**src/rtl/pc_seq_pkg.sv**
```systemverilog
// Shared types for the fetch-stage PC sequencer: FSM states, redirect sources
// and the word-alignment helper.
package pc_seq_pkg;

    typedef enum logic [1:0] {BOOT, RUN, DRAIN, HALT} pcseq_state_e;

    typedef enum logic [2:0] {
        SRC_NONE,
        SRC_TRAP,
        SRC_MRET,
        SRC_BR,
        SRC_JAL
    } redir_src_e;

    localparam logic [31:0] PC_INC = 32'd4;

    function automatic logic [31:0] align_word(input logic [31:0] addr);
        return {addr[31:2], 2'b00};
    endfunction

endpackage

```
**src/rtl/pc_redirect_arb.sv**
```systemverilog
// Combinational priority select of the PC redirect source and its word-aligned
// target. Trap/mret inputs exist only when PCSEQ_TRAP_EN is defined.
module pc_redirect_arb
    import pc_seq_pkg::*;
(
    input  logic        br_taken,
    input  logic [31:0] br_target,
    input  logic        jal_valid,
    input  logic [31:0] jal_target,
`ifdef PCSEQ_TRAP_EN
    input  logic        trap_req,
    input  logic [31:0] mtvec,
    input  logic        mret_req,
    input  logic [31:0] mepc,
`endif
    output logic        redir_valid,
    output redir_src_e  redir_src,
    output logic [31:0] redir_target
);

    always_comb begin
        redir_valid  = 1'b0;
        redir_src    = SRC_NONE;
        redir_target = 32'd0;
`ifdef PCSEQ_TRAP_EN
        if (trap_req) begin
            redir_valid  = 1'b1;
            redir_src    = SRC_TRAP;
            redir_target = align_word(mtvec);
        end else if (mret_req) begin
            redir_valid  = 1'b1;
            redir_src    = SRC_MRET;
            redir_target = align_word(mepc);
        end else
`endif
        if (br_taken) begin
            redir_valid  = 1'b1;
            redir_src    = SRC_BR;
            redir_target = align_word(br_target);
        end else if (jal_valid) begin
            redir_valid  = 1'b1;
            redir_src    = SRC_JAL;
            redir_target = align_word(jal_target);
        end
    end

endmodule

```
**src/rtl/pc_sequencer.sv**
```systemverilog
// Fetch-stage PC control: merges boot, redirect, stall, fetch-wait and halt
// into one PC update. Optional trap support via PCSEQ_TRAP_EN.
module pc_sequencer
    import pc_seq_pkg::*;
#(
    parameter logic [31:0] RESET_VEC = 32'h0000_0000,
    parameter int          CNT_W     = 32
) (
    input  logic             clk,
    input  logic             rst,
    input  logic [31:0]      pc_current,
    output logic             imem_req,
    input  logic             imem_ready,
    input  logic             load_use_hz,
    input  logic             mem_stall,
    input  logic             br_taken,
    input  logic [31:0]      br_target,
    input  logic             jal_valid,
    input  logic [31:0]      jal_target,
    input  logic             halt_req,
`ifdef PCSEQ_TRAP_EN
    input  logic             trap_req,
    input  logic [31:0]      trap_epc,
    input  logic             mret_req,
    input  logic             mtvec_we,
    input  logic [31:0]      mtvec_wdata,
`endif
    output logic             pc_write,
    output logic             pc_flush,
    output logic [31:0]      pc_flush_val,
    output logic [31:0]      pc_next,
    output logic             stall_if_id,
    output logic             flush_if_id,
    output logic             flush_id_ex,
    output logic             halted,
    output logic [CNT_W-1:0] stall_cnt,
    output pcseq_state_e     state_dbg
);

    // Handshake: a fetch of pc_current is in flight while imem_req=1; it
    // completes in any cycle where imem_ready=1. PC changes only on the edge
    // following pc_write=1 or pc_flush=1.

    pcseq_state_e state, state_nx;
    logic         redir_valid;
    redir_src_e   redir_src;
    logic [31:0]  redir_target;
    logic         arb_br, arb_jal;
    logic         trap_take;

    assign state_dbg = state;
    assign pc_next   = pc_current + PC_INC;

    // Jumps decoded in ID are meaningless while a wrong-path fetch drains.
    assign arb_br  = br_taken  && (state == RUN || state == DRAIN);
    assign arb_jal = jal_valid && (state == RUN);

`ifdef PCSEQ_TRAP_EN
    logic [31:0] mtvec, mepc;
    logic        arb_trap, arb_mret;

    assign arb_trap = trap_req && (state == RUN || state == DRAIN);
    assign arb_mret = mret_req && (state == RUN);

    always_ff @(posedge clk or negedge rst) begin
        if (!rst) begin
            mtvec <= 32'd0;
            mepc  <= 32'd0;
        end else begin
            if (mtvec_we)  mtvec <= mtvec_wdata;
            if (trap_take) mepc  <= trap_epc;
        end
    end
`endif

    pc_redirect_arb u_arb (
        .br_taken     (arb_br),
        .br_target    (br_target),
        .jal_valid    (arb_jal),
        .jal_target   (jal_target),
`ifdef PCSEQ_TRAP_EN
        .trap_req     (arb_trap),
        .mtvec        (mtvec),
        .mret_req     (arb_mret),
        .mepc         (mepc),
`endif
        .redir_valid  (redir_valid),
        .redir_src    (redir_src),
        .redir_target (redir_target)
    );

    always_ff @(posedge clk or negedge rst) begin
        if (!rst) state <= BOOT;
        else      state <= state_nx;
    end

    always_comb begin
        state_nx     = state;
        imem_req     = 1'b0;
        pc_write     = 1'b0;
        pc_flush     = 1'b0;
        pc_flush_val = RESET_VEC;
        stall_if_id  = 1'b0;
        flush_if_id  = 1'b0;
        flush_id_ex  = 1'b0;
        halted       = 1'b0;
        trap_take    = 1'b0;
        case (state)
            BOOT: begin
                pc_flush = 1'b1;
                state_nx = RUN;
            end
            RUN: begin
                imem_req = 1'b1;
                if (mem_stall) begin
                    stall_if_id = 1'b1;
                end else if (redir_valid) begin
                    pc_flush     = 1'b1;
                    pc_flush_val = redir_target;
                    flush_if_id  = 1'b1;
                    flush_id_ex  = (redir_src == SRC_BR) || (redir_src == SRC_TRAP);
                    trap_take    = (redir_src == SRC_TRAP);
                    if (!imem_ready) state_nx = DRAIN;
                end
`ifndef PCSEQ_TRAP_EN
                else if (halt_req) begin
                    flush_if_id = 1'b1;
                    state_nx    = HALT;
                end
`endif
                else if (load_use_hz) begin
                    stall_if_id = 1'b1;
                    flush_id_ex = 1'b1;
                end else if (!imem_ready) begin
                    flush_if_id = 1'b1;
                end else begin
                    pc_write = 1'b1;
                end
            end
            DRAIN: begin
                flush_if_id = 1'b1;
                if (!mem_stall && redir_valid) begin
                    pc_flush     = 1'b1;
                    pc_flush_val = redir_target;
                    flush_id_ex  = 1'b1;
                    trap_take    = (redir_src == SRC_TRAP);
                end
                // Once the stale fetch returns nothing is outstanding, even if
                // another redirect lands in the same cycle.
                if (imem_ready) state_nx = RUN;
            end
            HALT: begin
                halted = 1'b1;
            end
            default: state_nx = BOOT;
        endcase
    end

    always_ff @(posedge clk or negedge rst) begin
        if (!rst) begin
            stall_cnt <= '0;
        end else if (state == RUN && !pc_write && !pc_flush && stall_cnt != '1) begin
            stall_cnt <= stall_cnt + {{(CNT_W-1){1'b0}}, 1'b1};
        end
    end

`ifndef PCSEQ_TRAP_EN
`endif

endmodule

```
**config.mk**
```make
export PLATFORM = sky130hd
export DESIGN_NAME = pc_sequencer
export DESIGN_NICKNAME = d
export VERILOG_FILES = /design/src/rtl/pc_seq_pkg.sv /design/src/rtl/pc_redirect_arb.sv /design/src/rtl/pc_sequencer.sv
export SDC_FILE = /design/constraint.sdc
export NUM_CORES = 1
export LEC_CHECK = 0
export CELL_PAD_IN_SITES_DETAIL_PLACEMENT = 0
export CELL_PAD_IN_SITES_GLOBAL_PLACEMENT = 1
export CORE_ASPECT_RATIO = 1.2
export CORE_MARGIN = 5
export CORE_UTILIZATION = 24
export CTS_CLUSTER_DIAMETER = 30
export DETAILED_ROUTE_END_ITERATION = 6
export PLACE_DENSITY_LB_ADDON = 0.1
export SETUP_SLACK_MARGIN = 0.4
export SYNTH_ARGS = -nofsm -noshare
export SYNTH_HDL_FRONTEND = slang
export SYNTH_SLANG_ARGS = --single-unit
```
**constraint.sdc**
```tcl
create_clock -name clk -period 2.8 [get_ports clk]
set_input_delay 0.28 -clock clk [delete_from_list [all_inputs] [get_ports clk]]
set_output_delay 0.28 -clock clk [all_outputs]
set_load 0.01 [all_outputs]
```
==> metrics.txt, run 1 <==
status complete, no violations; power share of the combinational group 53.9%; mux share of post-synthesis cell area 7.152%; Root Driver clkbuf_16; multi-input combinational cell area between 2000 and 2500 µm²; vias in the first global route 3,300; Port-buffer cells just under 200; adder-cell share of the synthesized area a little over 3%; fin util a little under half; Synth Area in Simple Gates a little under a third; Area growth syn-to-layout 90.45%; Async S/R FF share, synth 100.0%; static leakage 2.528 nW; CP startpoint kind register; NetSw 0.0009343 W; maximum vdd drop 0.3741 mV; drt drc 0; Clock power frac between 20% and 30%; Seq. cell area approximately 850 µm²; clk_skew just under 3 ps; Avg Cell Area, Syn just over 8 µm²; MaxCap Viol Count 0; arrival time worst endpoint roughly 2500 ps; Main synth FF type dfrtp_1; unrepaired setup endpoints after global routing true; Worst Hold Class in -> async; DRT Pass-1 Iters 4; GRT Util Overall about 16%; PD cells approximately 470 nW/µm²; complex-gate fraction of the synthesized area 6.542%; final number of hold-violating endpoints 0; share of cells above drive strength 1 between 15 and 20%; share of the yosys chip area belonging to registers between 20% and 30%; H-Tree Level Count 2; Int Power about 0.0016 W; die height 129.8 µm; gpl congestion about 0.9; endpoint class of the critical path register; Synth Cell Area 2869 µm²; initial core utilization roughly a quarter; crit share post-route just over 80%; vias around 3.4k; num ports ~210; antenna violations before repair 1; HPWL Detailed 10.21 mm; Sequential Power Share 24.8%; crit path time final around 2300 ps; Switching Share between 30% and 40%; final setup violation count 0; CORE AREA around 12,000 µm²; Layout fillers around 1.2k; largest family of logic cells by synthesized area simple AND/OR/NAND/NOR gates; Post-Synth XOR/XNOR Area 17.40%; Place WS -52.26 ps; WL/cell between 15 and 20 µm; die width about 110 µm; total CTS buffers 5; Area contributors post-synth dfrtp_1, xor2_1, xnor2_1; Core Rows 43; Max clock buf depth 2; clock sinks 34; area share of the largest cell type after synthesis 29.66%; crit path kind reg -> reg; reg2reg path depth 8; die footprint roughly 14,000 µm²; total wire length 12.48 mm; delay of the slowest critical-path stage 410 ps; Fmax about 430 MHz; Critical Path Fanout Max 8; Max Slew Vio Count 0; post-synth top area cell dfrtp_1; library cells used by synthesis 45; CTS tree yes; clk slew on worst S/H paths 50 ps; Mapped Cells 351; Final WS setup around 500 ps; Crit-path slowest cell dfrtp_2; grt total ovfl 0; vias per cell 4.682; crit-path cells inv_1, ha_4, a22oi_2, o41a_1, buf_4, nand2_1, nor3_2, mux2_2; first-pass GRT wire length 18.32 mm; Nets 685; Synth Warn # 0; post-route ant nets 0; number of flops mapped to enable cells by yosys 0; worst endpoint required time ~3000 ps; largest net degree at the start of global routing 35; worst skew pair latency 270 ps; initial DRC count 120; number of synthesized register bits 34
==> worst paths after layout <==
check / startpoint / endpoint / slack [ps]
max: state_dbg[0] / stall_cnt[30] / 490
min: rst / stall_cnt[24] / 410
max reg2reg: state_dbg[0] / stall_cnt[30] / 490
min reg2reg: stall_cnt[10] / stall_cnt[10] / 490
max in group asynchronous: rst / state_dbg[0] / 2050
min in group clk: stall_cnt[10] / stall_cnt[10] / 490
==> worst max-delay path: cells and delay by family, from the launching register on <==
family                   cells  cell delay (ps)
AND/OR/NAND/NOR              2              460
AO/OA/AOI/OAI                2              450
multiplexers                 1              340
buffers and inverters        2              290
flip-flops                   1              410
adder cells (fa/ha/maj)      1              240
==> layer usage <==
layer | vias to the layer above | share of wire [%] | global-route usage [%]
met4 | 0 | 1.1 | 3.742
li1 | 1663 | - | -
met1 | 1627 | 38 | 18.50
met2 | 134 | 52 | 30.43
met3 | 8 | 9.3 | 4.206
met5 | - | 0 | 0
==> cell usage after synthesis, types with 2 or more instances <==
library cell,count
a21o_1,2
nor3_1,15
nor2_1,47
and2_1,3
o22ai_1,13
nand2b_1,3
clkbuf_1,10
a21oi_1,4
nor3b_1,2
or4_1,2
and3_1,14
nor4b_1,3
mux2i_1,16
ha_1,7
nand4_1,11
dfrtp_1,34
nor2b_1,2
o21ai_0,2
xnor2_1,25
nand3_1,21
buf_4,4
nand2_1,31
and4_1,4
mux2_2,3
inv_1,13
nor4_1,9
buf_2,2
xor2_1,32
==> logic make-up (layout without fill, tap and decap cells) <==
family	Yosys count	after routing
buffers and inverters	30	253
adder cells (fa/ha/maj)	7	7
multiplexers	20	20
XOR/XNOR	57	57
flip-flops	34	34
other	1	3
AO/OA/AOI/OAI	28	28
AND/OR/NAND/NOR	174	174
==> layout make-up <==
| class | instances | area share (%) |
|---|---|---|
| clock inverter | 1 | 0.09160 |
| multi-input combinational | 288 | 37.62 |
| clock buffer | 7 | 2.610 |
| tap | 157 | 3.595 |
| inverter | 13 | 0.8931 |
| sequential | 34 | 15.59 |
| antenna | 1 | 0.04580 |
| timing repair buffer | 232 | 39.55 |
==> placed cells by master (no fill, tap or decap), types with 3 or more instances in the layout <==
cell and n:
clkdlybuf4s50_1 133, nor2_1 45, dlygate4sd2_1 34, dfrtp_1 33, xor2_1 32, buf_4 32
nand2_1 29, xnor2_1 25, nand3_1 18, mux2i_1 16, nor3_1 13, o22ai_1 13
inv_1 12, clkdlybuf4s15_1 12, nand4_1 11, and3_1 10, clkbuf_2 9, dlymetal6s2s_1 6
nor4_2 5, clkbuf_16 5, and4_1 4, ha_1 4, buf_2 4, a21oi_1 3
and3_2 3, nand2b_1 3, mux2_2 3, nor4_1 3, ha_4 3
==> registers in the layout, indices dropped and copies added (netlist names) <==
| register | cells |
|---|---|
| state_dbg | 2 |
| stall_cnt | 32 |
==> through the flow <==
step	setup TNS [ps]	cells	hold slack (ps)	cell area, µm²	total power (W)
after floorplan	0	352	-15.59	2873	0.001267
after global placement	-11.33	714	480.3	5155	0.002006
after detailed placement	-63.34	714	488.2	5155	0.002019
after CTS	0	727	428.5	5325	0.002565
after global routing	0	733	453.3	5464	0.002759
final	0	733	413.9	5464	0.002574
==> power groups by stage <==
stage	sequential [W]	combinational, W	clock (W)
floorplan	0.000657	0.000610	0
global placement	0.000646	0.00136	0
detailed placement	0.000648	0.00137	0
CTS	0.000641	0.00136	0.000566
global route	0.000651	0.00152	0.000591
finish	0.000639	0.00139	0.000547
==> what timing repair did <==
action,CTS,global route
cloned,0,0
pin swaps,10,12
setup buffers,5,5
endpoints found under the setup margin,65,63
hold buffers,0,0
gates resized for setup,90,58
Power figures use the tool's default switching activity.
==> run 2, diff against run 1 <==
--- a/config.mk
+++ b/config.mk
@@ -9,7 +9,7 @@
 export CELL_PAD_IN_SITES_GLOBAL_PLACEMENT = 1
 export CORE_ASPECT_RATIO = 1.2
 export CORE_MARGIN = 5
-export CORE_UTILIZATION = 24
+export CORE_UTILIZATION = 21
 export CTS_CLUSTER_DIAMETER = 30
 export DETAILED_ROUTE_END_ITERATION = 6
 export PLACE_DENSITY_LB_ADDON = 0.1
==> constraint.sdc (replaced) <==
create_clock -name clk -period 2.1 [get_ports clk]
set_input_delay 0.21 -clock clk [delete_from_list [all_inputs] [get_ports clk]]
set_output_delay 0.21 -clock clk [all_outputs]
set_load 0.01 [all_outputs]
==> run 2 against run 1 <==
  * The run now ends with negative setup slack left
  * Utilization up 5.2 points
  * Clock skew about the same
  * Critical path depth grew 2
  * Critical endpoint is now flush_id_ex
  * Largest power group unchanged
==> metrics.txt, run 2 (synthesis gave the netlist of run 1 again) <==
commonest cells after routing, fill and taps aside clkdlybuf4s50_1, buf_4, buf_6 (was clkdlybuf4s50_1, nor2_1, dlygate4sd2_1); gpl congestion 0.7983 (was 0.8810); drt drc 0 (unchanged); unrepaired setup endpoints after global routing true (unchanged); crit path time final around 2200 ps; vias 3,700 (was 3,432); post-route ant nets 0 (unchanged); diodes inserted 0 (was 1); clk slew on worst S/H paths 60 ps (was 50 ps); die footprint 16,110 µm² (was 14,250 µm²); max FFs per register 32 (unchanged); arrival time worst endpoint 1960 ps (was 2470 ps); fin util 52.24% (was 47.02%); Final WS setup -69.30 ps (was 489.5 ps); vias per cell 4.545 (was 4.682); Layout fillers 1,238 (was 1,188); Worst Max-Slew Pin Slew 521.0 ps; clk_skew 3.230 ps (was 2.928 ps); endpoint class of the critical path primary output (was register); initial DRC count 77 (was 120); die height 138.0 µm (was 129.8 µm); MaxCap Viol Count 0 (unchanged); Crit path max-delay family buffers and inverters (was simple AND/OR/NAND/NOR gates); num ports 209 (unchanged); crit path kind reg -> out (was reg -> reg); WL met3 1.162 mm (was 1.157 mm); Switching Share 36.65% (was 36.29%); GRT Util Overall 16.82% (was 16.36%); worst endpoint required time 1890 ps (was 2960 ps); Max Slew Vio Count 0 (unchanged); DRT met1 WL 5.258 mm (was 4.735 mm); final setup violation count 23 (was 0); Seq. cell area 859.6 µm² (was 852.1 µm²); Clock power frac 17.6% (was 21.3%); crit-path cells inv_2, ha_4, buf_4, buf_4, buf_6, nand2_8, nand2_4, a22o_1, and3_4, buf_6 (was inv_1, ha_4, a22oi_2, o41a_1, buf_4, nand2_1, nor3_2, mux2_2); CTS tree yes (unchanged); Worst Hold Class in -> async (unchanged); Nets 756 (was 685); Area growth syn-to-layout 142.1% (was 90.45%); power share of the combinational group 63.9% (was 53.9%); H-Tree Level Count 2 (unchanged); antenna violations before repair 0 (was 1); grt total ovfl 0 (unchanged); Core Rows 46 (was 43); first-pass GRT wire length 21.70 mm (was 18.32 mm); Sequential Power Share 18.4% (was 24.8%); WL/cell 17.76 µm (was 17.03 µm); worst path bufs/invs 5 (was 2); total wire length 14.46 mm (was 12.48 mm); Slew headroom 64.95%; Biggest register stall_cnt (unchanged); status complete, but fails checks (was complete, no violations); failing checks negative setup slack; crit share post-route 103.3%; clock sinks 34 (unchanged); CORE AREA 13,300 µm² (was 11,620 µm²); PD cells 670.8 nW/µm² (was 471.1 nW/µm²); total CTS buffers 5 (unchanged); most common cell after layout, fill and taps aside clkdlybuf4s50_1 (unchanged); share of cells above drive strength 1 51.08% (was 16.00%); static leakage 3.018 nW (was 2.528 nW); vias in the first global route 3,843 (was 3,300); largest net degree at the start of global routing 35 (unchanged); DRT Pass-1 Iters 4 (unchanged); metal2 WL 7.807 mm (was 6.448 mm); initial core utilization 21.58% (was 24.69%); CP startpoint kind register (unchanged); final number of hold-violating endpoints 0 (unchanged); Root Driver clkbuf_16 (unchanged); maximum vdd drop 0.5868 mV (was 0.3741 mV); worst skew pair latency 280 ps (was 270 ps); Place WS -593.7 ps (was -52.26 ps); Int Power 0.002952 W (was 0.001640 W); Crit-path slowest cell dfrtp_2 (unchanged); multi-input combinational cell area 2861 µm² (was 2056 µm²); Max clock buf depth 2 (unchanged); Fmax around 460 MHz; HPWL Detailed 11.08 mm (was 10.21 mm); die width 116.7 µm (was 109.8 µm); Port-buffer cells 198 (unchanged); DR top layer met4 (unchanged); Critical Path Fanout Max 6 (was 8); delay of the slowest critical-path stage 430 ps (was 410 ps); NetSw 0.001708 W (was 0.0009343 W)
[run 2: changes by cell type in the layout (fill, tap and decap cells not counted), moves of 24 or more]
cell	previous run	this run
buf_2	4	39
nor2_4	2	30
nor2_1	45	11
buf_6	1	44
buf_4	32	79
clkdlybuf4s50_1	133	109
[run 2: worst paths after layout]
kind,from,end,slack [ps],cells after the start
worst max-delay path,state_dbg[0],flush_id_ex,-70,10
worst min-delay path,rst,stall_cnt[26],340,2
worst max register to register,state_dbg[0],stall_cnt[22],-30,10
worst min register to register,stall_cnt[10],stall_cnt[10],480,1
max in group asynchronous,rst,state_dbg[0],1420,2
min in group clk,pc_current[0],pc_next[0],420,0
[run 2: layout make-up]
cell class / count / area share [%]
Clock buffer: 8 / 2.396
Sequential cell: 34 / 12.38
Multi-Input combinational cell: 288 / 41.20
Inverter: 13 / 0.7386
Tap cell: 168 / 3.026
Timing Repair Buffer: 303 / 40.26
[run 2: repair_timing]
item / in CTS / in global routing
pin swaps: 82 / 63
gates cloned: 4 / 0
setup endpoints to repair: 100 / 95
setup buffers: 13 / 8
hold buffers: 0 / 0
gates resized for setup: 444 / 95
[run 2: worst register-to-register path, cell delays in order, from the launching register on]
cell and delay, ps:
dfrtp_2 390, inv_2 60, ha_4 270, a22oi_2 90
o41a_1 470, buf_6 160, nand4_1 150, buf_4 170
buf_6 100, nor2_4 30, xnor2_2 120
[run 2: per-stage QoR]
step | hold slack, ps | total power [W] | instance area [µm²] | std cells | setup TNS (ps)
final | 341.9 | 0.004659 | 6945 | 814 | -476.3
after detailed placement | 420.1 | 0.003077 | 5809 | 781 | -15160
after global placement | 420.1 | 0.003058 | 5809 | 781 | -14710
after CTS | 362.9 | 0.004384 | 6507 | 806 | -542.0
after floorplan | -85.59 | 0.001845 | 3099 | 352 | 0
after global routing | 391.7 | 0.004934 | 6945 | 814 | -4380
[run 2: power groups by stage]
| stage | clock (W) | combinational (W) | sequential (W) |
|---|---|---|---|
| finish | 0.000822 | 0.00298 | 0.000859 |
| global route | 0.000878 | 0.00318 | 0.000874 |
| CTS | 0.000839 | 0.00269 | 0.000850 |
| floorplan | 0 | 0.000953 | 0.000892 |
| global placement | 0 | 0.00220 | 0.000856 |
| detailed placement | 0 | 0.00222 | 0.000856 |
[run 2: metal layers]
layer / track usage (%) / vias to the layer above
li1: - / 1818
met1: 18.48 / 1737
met2: 31.88 / 132
met3: 3.579 / 13
met4: 4.227 / 0
met5: 0 / -
==> run 3, diff against run 2 <==
--- a/config.mk
+++ b/config.mk
@@ -14,6 +14,7 @@
 export DETAILED_ROUTE_END_ITERATION = 6
 export PLACE_DENSITY_LB_ADDON = 0.1
 export SETUP_SLACK_MARGIN = 0.4
+export SKIP_CTS_REPAIR_TIMING = 1
 export SYNTH_ARGS = -nofsm -noshare
 export SYNTH_HDL_FRONTEND = slang
 export SYNTH_SLANG_ARGS = --single-unit
==> run 3 against run 2 <==
  * The flow now finishes without violations
  * Cell count down 1.4%
  * Non-clock buffer count shrank 11
  * Clock power barely moved
  * Global-route usage shrank 1.2 points
  * Cell area decreased by 7.4%
  * Sequential cell count unchanged
  * Via count shrank 1.5%
  * Utilization fell by 3.8 points
  * First-iteration DRC count grew 53%
  * Largest cell class is now non-clock buffers
==> metrics.txt, run 3 (synthesis gave the netlist of run 1 again) <==
status complete, no violations (was complete, but fails checks); CTS tree yes (unchanged); Switching Share 36.21% (was 36.65%); clk slew on worst S/H paths 60 ps (about the same); Max Slew Vio Count 0 (unchanged); post-route ant nets 0 (unchanged); NetSw 0.001478 W (was 0.001708 W); Critical Path Fanout Max 11 (was 6); gpl congestion 0.7983 (unchanged); largest net degree at the start of global routing 35 (unchanged); Final WS setup 1.222 ps (was -69.30 ps); Area growth syn-to-layout 124.2% (was 142.1%); crit share post-route 99.94% (was 103.3%); initial core utilization 21.58% (unchanged); worst path bufs/invs 3 (was 5); drt drc 0 (unchanged); Clock power frac 20.1% (was 17.6%); Place WS -593.7 ps (unchanged); WL/cell 17.54 µm (was 17.76 µm); MaxCap Viol Count 0 (unchanged); commonest cells after routing, fill and taps aside clkdlybuf4s50_1, buf_4, buf_2 (was clkdlybuf4s50_1, buf_4, buf_6); routing usage on met1 17.60% (was 18.48%); antenna violations before repair 1 (was 0); Slew headroom 65.69% (was 64.95%); met3 GRT Util 3.405% (was 3.579%); Int Power 0.002603 W (was 0.002952 W); delay of the slowest critical-path stage 420 ps (was 430 ps); total wire length 14.09 mm (was 14.46 mm); maximum vdd drop 0.5762 mV (was 0.5868 mV); vias per cell 4.540 (was 4.545); max FFs per register 32 (unchanged); H-Tree Level Count 2 (unchanged); Hold Slack 332.2 ps (was 341.9 ps); initial DRC count 118 (was 77); Max clock buf depth 2 (unchanged); worst endpoint required time 2300 ps (was 1890 ps); Placed Cells incl. Taps 781 (unchanged); vias in the first global route 3,554 (was 3,843); Crit path max-delay family compound AO/OA/AOI/OAI gates (was buffers and inverters); Worst Hold Class in -> async (unchanged); GRT Util Overall 15.59% (was 16.82%); die footprint 16,110 µm² (unchanged); final setup violation count 0 (was 23); TNS Setup 0 ps (was -476.3 ps); PD cells 634.3 nW/µm² (was 670.8 nW/µm²); arrival time worst endpoint 2300 ps (was 1960 ps); worst reg2reg setup slack 1 ps (was -30 ps); static leakage 3.115 nW (was 3.018 nW); Worst Max-Slew Pin Slew 509.9 ps (was 521.0 ps); diodes inserted 0 (unchanged); power share of the combinational group 59.0% (was 63.9%); Sequential Power Share 20.9% (was 18.4%); grt met2 use 29.34% (was 31.88%); share of cells above drive strength 1 42.20% (was 51.08%); Port-buffer cells 198 (unchanged); CORE AREA 13,300 µm² (unchanged); num ports 209 (unchanged); total CTS buffers 5 (unchanged); worst skew pair latency 280 ps (about the same); endpoint class of the critical path register (was primary output); Root Driver clkbuf_16 (unchanged); grt total ovfl 0 (unchanged); HPWL Detailed 11.08 mm (unchanged); Core Rows 46 (unchanged); busiest grt layer met2 (unchanged); Biggest register stall_cnt (unchanged); crit path time final 2099 ps (was 2169 ps); vias 3,646 (was 3,700); Fmax 476.5 MHz (was 461.0 MHz); Crit-path slowest cell dfrtp_2 (unchanged); crit path kind reg -> reg (was reg -> out); final number of hold-violating endpoints 0 (unchanged); clk_skew 2.778 ps (was 3.230 ps); Nets 745 (was 756); unrepaired setup endpoints after global routing true (unchanged); DRT Pass-1 Iters 4 (unchanged); first-pass GRT wire length 20.08 mm (was 21.70 mm); die height 138.0 µm (unchanged); final std cells w/o fill 803 (was 814); die width 116.7 µm (unchanged); clock sinks 34 (unchanged); crit-path cells inv_4, ha_4, a22oi_2, o41a_1, buf_6, nand3_2, buf_12, nor4_4, xor2_1 (was inv_2, ha_4, buf_4, buf_4, buf_6, nand2_8, nand2_4, a22o_1, and3_4, buf_6); CP startpoint kind register (unchanged); most common cell after layout, fill and taps aside clkdlybuf4s50_1 (unchanged)
==> run 3: cell types whose count changed in the layout (fill, tap and decap cells not counted), moves of 12 or more <==
cell and change:
nor2_2 +12, o22ai_2 -12, dlymetal6s2s_1 +31, buf_6 -24, nor2_4 -21, o22ai_1 +12
==> run 3: final timing paths <==
check                                    from            end  cells past startpoint
worst max-delay path             state_dbg[1]  stall_cnt[17]                      9
worst min-delay path                      rst  stall_cnt[11]                      2
worst max register to register   state_dbg[1]  stall_cnt[17]                      9
worst min register to register  stall_cnt[10]  stall_cnt[10]                      1
max in group asynchronous                 rst  stall_cnt[19]                      2
min in group clk                pc_current[0]     pc_next[0]                      0
==> run 3: layout make-up <==
cell class | count | area (µm²)
tap | 168 | 210.2
clock buffer | 8 | 166.4
multi-input combinational | 288 | 2491
sequential | 34 | 859.6
fill | 1306 | 6862
timing repair buffer | 292 | 2655
inverter | 13 | 51.30
==> run 3: stage by stage <==
step                area (µm²)  util [%]  power (W)
CTS                       5976     44.95   0.003921
global placement          5809     43.69   0.003058
finish                    6434     48.39   0.004081
floorplan                 3099         -   0.001845
detailed placement        5809     43.69   0.003077
global route              6434     48.39   0.004356
==> run 3: power by group through the flow <==
stage | Combinational, W | Sequential, W | Clock (W)
floorplan | 0.000953 | 0.000892 | 0
global placement | 0.00220 | 0.000856 | 0
detailed placement | 0.00222 | 0.000856 | 0
CTS | 0.00223 | 0.000850 | 0.000839
global route | 0.00261 | 0.000866 | 0.000878
finish | 0.00241 | 0.000852 | 0.000819
==> run 3: routing by layer <==
metal | part of all wire [%] | vias to the layer above | wire (µm)
li1 | - | 1790 | -
met1 | 38 | 1703 | 5359
met2 | 53 | 134 | 7446
met3 | 7.5 | 17 | 1059
met4 | 1.5 | 2 | 208
met5 | 0.078 | - | 11
